<file path="config.mk">
export PLATFORM = sky130hd
export DESIGN_NAME = diff_decoder_stream
export DESIGN_NICKNAME = d
export VERILOG_FILES = /design/src/rtl/diff_decoder_stream.sv
export SDC_FILE = /design/constraint.sdc
export NUM_CORES = 1
export LEC_CHECK = 0
export ABC_AREA = 1
export BUFFER_PORTS_ARGS = -buffer_cell sky130_fd_sc_hd__buf_2
export CAP_MARGIN = 25
export CORE_AREA = 8 8 45 47
export DETAILED_ROUTE_END_ITERATION = 12
export DIE_AREA = 0 0 53 55
export GPL_TIMING_DRIVEN = 0
export PLACE_DENSITY = 0.78
export SETUP_SLACK_MARGIN = 0.15
export SLEW_MARGIN = 15
export SYNTH_ARGS = -nofsm -noshare
export SYNTH_HDL_FRONTEND = slang
export SYNTH_SLANG_ARGS = --single-unit
</file>
<file path="constraint.sdc">
create_clock -name clk -period 2.01 [get_ports clk]
set_clock_uncertainty 0.05 [all_clocks]
set_input_delay 0.1005 -clock clk [delete_from_list [all_inputs] [get_ports clk]]
set_output_delay 0.1005 -clock clk [all_outputs]
set_load 0.1 [all_outputs]
</file>
<file path="src/rtl/diff_decoder_stream.sv">
// diff_decoder_stream: streaming M-PSK differential decoder.
// Each output symbol is the modulo-2^SYM_BITS phase step from the previous
// symbol in stream order. Lane 0 is differenced against the last lane of the
// previous accepted beat, or against REF_INIT when the beat starts a frame.
// Optional Gray mapping is applied around the subtraction. A single output
// register slice provides valid/ready flow control.
//
// Handshake: a beat transfers on any rising edge where valid && ready. The
// sender holds valid and data stable until that edge. s_ready depends
// combinationally on m_ready, so a stalled slice frees up as soon as the
// sink becomes ready.
module diff_decoder_stream #(
  parameter int SYM_BITS  = 2,
  parameter int LANES     = 2,
  parameter int FRAME_LEN = 4,
  parameter int REF_INIT  = 0,
  parameter int GRAY      = 0
) (
  input  logic                      clk,
  input  logic                      rst,
  input  logic                      s_valid,
  output logic                      s_ready,
  input  logic [LANES*SYM_BITS-1:0] s_data,
  input  logic                      resync,
  output logic                      m_valid,
  input  logic                      m_ready,
  output logic [LANES*SYM_BITS-1:0] m_data,
  output logic                      m_first
);

  localparam int W     = LANES * SYM_BITS;
  localparam int CNT_W = (FRAME_LEN > 1) ? $clog2(FRAME_LEN) : 1;
  localparam logic [CNT_W-1:0] CNT_LAST   = CNT_W'((FRAME_LEN > 0) ? FRAME_LEN - 1 : 0);
  localparam logic [CNT_W-1:0] CNT_RESYNC = CNT_W'((FRAME_LEN == 1) ? 0 : 1);
  localparam logic [SYM_BITS-1:0] REF_RST = SYM_BITS'(REF_INIT);

  function automatic logic [SYM_BITS-1:0] gray2bin(input logic [SYM_BITS-1:0] g);
    logic [SYM_BITS-1:0] b;
    b[SYM_BITS-1] = g[SYM_BITS-1];
    for (int k = SYM_BITS - 2; k >= 0; k--) b[k] = b[k+1] ^ g[k];
    return b;
  endfunction

  function automatic logic [SYM_BITS-1:0] bin2gray(input logic [SYM_BITS-1:0] b);
    return b ^ (b >> 1);
  endfunction

  logic [SYM_BITS-1:0] ref_q, ref_d;
  logic [CNT_W-1:0]    cnt_q, cnt_d;
  logic                fresh_q, fresh_d;
  logic                m_valid_q, m_valid_d;
  logic [W-1:0]        m_data_q, m_data_d;
  logic                m_first_q, m_first_d;

  logic                accept;
  logic                frame_start;
  logic [W-1:0]        dec_data;
  logic [SYM_BITS-1:0] sym_v, nat_v, diff_v, prev_v;

  assign s_ready = !m_valid_q || m_ready;
  assign accept  = s_valid && s_ready;

  // A beat starts a frame after reset, on counter wrap, or on resync.
  assign frame_start = fresh_q || resync || ((FRAME_LEN != 0) && (cnt_q == '0));

  // Per-lane differencing chain; prev_v ends holding the newest natural symbol.
  always_comb begin
    dec_data = '0;
    prev_v   = frame_start ? REF_RST : ref_q;
    sym_v    = '0;
    nat_v    = '0;
    diff_v   = '0;
    for (int i = 0; i < LANES; i++) begin
      sym_v  = s_data[SYM_BITS*i +: SYM_BITS];
      nat_v  = (GRAY != 0) ? gray2bin(sym_v) : sym_v;
      diff_v = nat_v - prev_v;
      dec_data[SYM_BITS*i +: SYM_BITS] = (GRAY != 0) ? bin2gray(diff_v) : diff_v;
      prev_v = nat_v;
    end
  end

  // Reference and frame bookkeeping advance only on an accepted beat.
  always_comb begin
    ref_d   = ref_q;
    cnt_d   = cnt_q;
    fresh_d = fresh_q;
    if (accept) begin
      ref_d   = prev_v;
      fresh_d = 1'b0;
      if (FRAME_LEN != 0) begin
        if (resync)                 cnt_d = CNT_RESYNC;
        else if (cnt_q == CNT_LAST) cnt_d = '0;
        else                        cnt_d = cnt_q + 1'b1;
      end
    end
  end

  // Output slice: load on accept, drain when the sink takes the beat.
  always_comb begin
    m_valid_d = m_valid_q;
    m_data_d  = m_data_q;
    m_first_d = m_first_q;
    if (accept) begin
      m_valid_d = 1'b1;
      m_data_d  = dec_data;
      m_first_d = frame_start;
    end else if (m_ready) begin
      m_valid_d = 1'b0;
    end
  end

  // Decoder state registers.
  always_ff @(posedge clk or posedge rst) begin
    if (rst) begin
      ref_q   <= REF_RST;
      cnt_q   <= '0;
      fresh_q <= 1'b1;
    end else begin
      ref_q   <= ref_d;
      cnt_q   <= cnt_d;
      fresh_q <= fresh_d;
    end
  end

  // Output slice registers.
  always_ff @(posedge clk or posedge rst) begin
    if (rst) begin
      m_valid_q <= 1'b0;
      m_data_q  <= '0;
      m_first_q <= 1'b0;
    end else begin
      m_valid_q <= m_valid_d;
      m_data_q  <= m_data_d;
      m_first_q <= m_first_d;
    end
  end

  assign m_valid = m_valid_q;
  assign m_data  = m_data_q;
  assign m_first = m_first_q;

endmodule

</file>
==> metrics.md <==
| Metric | Value |
|---|---|
| Status | `completed` |
| Layout Area Growth over Synthesis | `23.0%` |
| # clock sinks | `11` |
| Clock Pin Slew Worst Setup and Hold Paths | `0.07 ns` |
| H-tree Lvls | `1` |
| FF-to-FF setup slack | `0.43 ns` |
| Row cnt | `14` |
| FF+latch count, synth | `11` |
| Vias | `499` |
| Syn Inst Count | `71` |
| Starting DRC count in detailed routing | `9` |
| Detailed placement HPWL | `907 um` |
| Largest net degree at the start of global routing | `12` |
| Part of the cycle the worst path needs | `0.784` |
| Pleak | `0.401 nW` |
| Critical Path Fanout Max | `3` |
| Max cap viols | `0` |
| Met2 WL post-DR | `564 um` |
| Layout cells sized above 1 | `0.264` |
| DRT antenna net count | `0` |
| Die height | `55 um` |
| CTS buffer count | `3` |
| DRT Pass-1 Iters | `4` |
| Actual slew at the worst max-slew pin | `0.488 ns` |
| Synth Cell Area | `577 sq um` |
| Relative slew margins | `0.677` |
| Post-route DRC | `0` |
| Final worst slack | `0.433 ns` |
| Die area | `0.00292 sq mm` |
| Final worst path period need | `1.58 ns` |
| VDD IR max | `0.571 mV` |
| WL/cell | `11.0 um` |
| Port bufs | `15` |
| Distinct cell type count after synthesis | `15` |
| M1 WL | `503 um` |
| Worst skew pair latency | `0.27 ns` |
| Sequential element share of the synthesized area | `0.479` |
| Initial core utilization | `0.417` |
| WP data arrival | `1.74 ns` |
| RSZ-0062 raised after global routing | `no` |
| Syn Area/Cell | `8.12 sq um` |
| Vias per cell | `4.66` |
| Max Fclk | `0.634 GHz` |
| Final setup violation count | `0` |
| CTS tree | `yes` |
| Die W | `53 um` |
| Vias in the first global route | `474` |
| Power Dens Cells | `1040 mW/mm^2` |
| Antenna violations before repair | `0` |
| Crit path kind | `register to register` |
| Final hold violations | `0` |
| Clock Tree Buf Depth | `2` |
| First-pass GRT wire length | `1.94 mm` |
| Nets | `105` |
| All-layer global routing usage | `0.0915` |
| YS warnings | `0` |
| Top sig layer | `met4` |
| Top Ports | `16` |
| Setup crit end kind | `register` |
| Grt total ovfl | `0` |
| Final WL | `1.18 mm` |
| Postcts setup bufs | `0` |
| HP Class | `input pin to register` |
| Setup TNS | `0 ns` |
| Final GP Congestion | `0.795` |
| Metal3 WL | `86 um` |
| Critical Path Start Type | `register` |
| Max-slew violations | `0` |
| Root Buffer | `clkbuf_4` |
| CORE AREA | `0.00138 sq mm` |
| CP Data Required Time | `2.17 ns` |
| Syn_nets | `84` |
| Antenna diode count | `0` |
| Pre-CTS setup slack | `0.435 ns` |
==> cell type report <==
| class | count | area (sq um) |
|---|---|---|
| flip-flops and latches | 11 | 278 |
| clock buffers | 4 | 26.3 |
| inverters | 12 | 45.0 |
| multi-input cells | 47 | 244 |
| well taps | 16 | 20.0 |
| plain buffers | 1 | 11.3 |
| repair buffers | 16 | 85.1 |
| fillers | 138 | 674 |
==> flip-flops by register name, indices dropped and copies added, names as in the netlist <==
signal / count
cnt_q: 2
fresh_q: 1
m_data: 4
m_first: 1
m_valid: 1
ref_q: 2
==> cells by family after synthesis <==
group,after synthesis,share of synthesized area
AOI/OAI and AO/OA,7,0.0607
DFF,11,0.479
xor gates and xnor gates,2,0.0304
and+or+nand+nor,34,0.245
buffers and inverters,13,0.0976
adders and majority gates,4,0.0868
==> critical path, stage by stage, from the launching register on <==
cell	delay, ns
dfrtp_1	0.37
inv_1	0.07
ha_1	0.21
nor2_1	0.12
and3_1	0.17
ha_1	0.18
inv_1	0.06
nand2_1	0.06
nand2_1	0.04
nand2_1	0.06
nand3_1	0.07
nand2_1	0.06
==> per-layer routing <==
metal / vias up / GRT usage
met2: 12 / 0.148
met4: 0 / 0.0647
met5: - / 0
met3: 4 / 0.0374
met1: 224 / 0.0950
li1: 259 / -
==> placed cells by master, fill, tap and decap left out <==
cell type / netlist / layout
nor2_1: 3 / 3
xor2_1: 1 / 1
o21ai_0: 4 / 4
nand2_1: 23 / 23
dlygate4sd3_1: 0 / 1
xnor2_1: 1 / 1
and3_1: 1 / 1
inv_1: 11 / 11
dfrtp_2: 0 / 1
buf_2: 0 / 15
o21ai_1: 3 / 3
dfstp_2: 1 / 1
nand3_1: 5 / 5
buf_6: 1 / 1
clkbuf_1: 0 / 1
inv_2: 1 / 1
ha_1: 4 / 4
nand2_2: 2 / 2
dfrtp_1: 10 / 9
clkbuf_4: 0 / 3
==> worst paths after layout <==
kind / start / endpoint / cells past startpoint
min reg2reg: fresh_q / fresh_q / 2
max: cnt_q[0] / m_data[1] / 11
min in group asynchronous: rst / m_data[1] / 3
min: s_data[3] / ref_q[1] / 3
max reg2reg: cnt_q[0] / m_data[1] / 11
max in group asynchronous: rst / fresh_q / 3
==> report_power, final <==
| part | leakage [nW] | switching [W] | internal (W) |
|---|---|---|---|
| sequential | 0.131 | 0.0000196 | 0.000257 |
| clock | 0.0150 | 0.0000761 | 0.0000769 |
| combinational | 0.256 | 0.000244 | 0.0000610 |
| total | 0.401 | 0.000339 | 0.000395 |
==> cell usage after synthesis <==
master	instances	share of area
and3_1	1	0.011
buf_6	1	0.020
dfrtp_1	10	0.43
dfstp_2	1	0.046
ha_1	4	0.087
inv_1	11	0.072
inv_2	1	0.0065
nand2_1	23	0.15
nand2_2	2	0.022
nand3_1	5	0.043
nor2_1	3	0.020
o21ai_0	4	0.035
o21ai_1	3	0.026
xnor2_1	1	0.015
xor2_1	1	0.015
==> what timing repair did <==
action / CTS / global route
hold buffers: 1 / 0
hold endpoints to repair: 10 / 0
resized for setup: 0 / 0
==> stage by stage <==
stage                     total power, W  instances  instance area (sq um)  hold slack, ns  utilization
final                           0.000735        107                    709          0.0343        0.513
after global routing            0.000776        107                    709          0.0455        0.513
after CTS                       0.000745        107                    709          0.0233        0.513
after detailed placement        0.000587        102                    673          0.0686        0.486
after global placement          0.000578        102                    673          0.0595        0.486
after floorplan                 0.000528         71                    578         -0.0978            -
No activity file was read; power rests on OpenSTA's default activity.
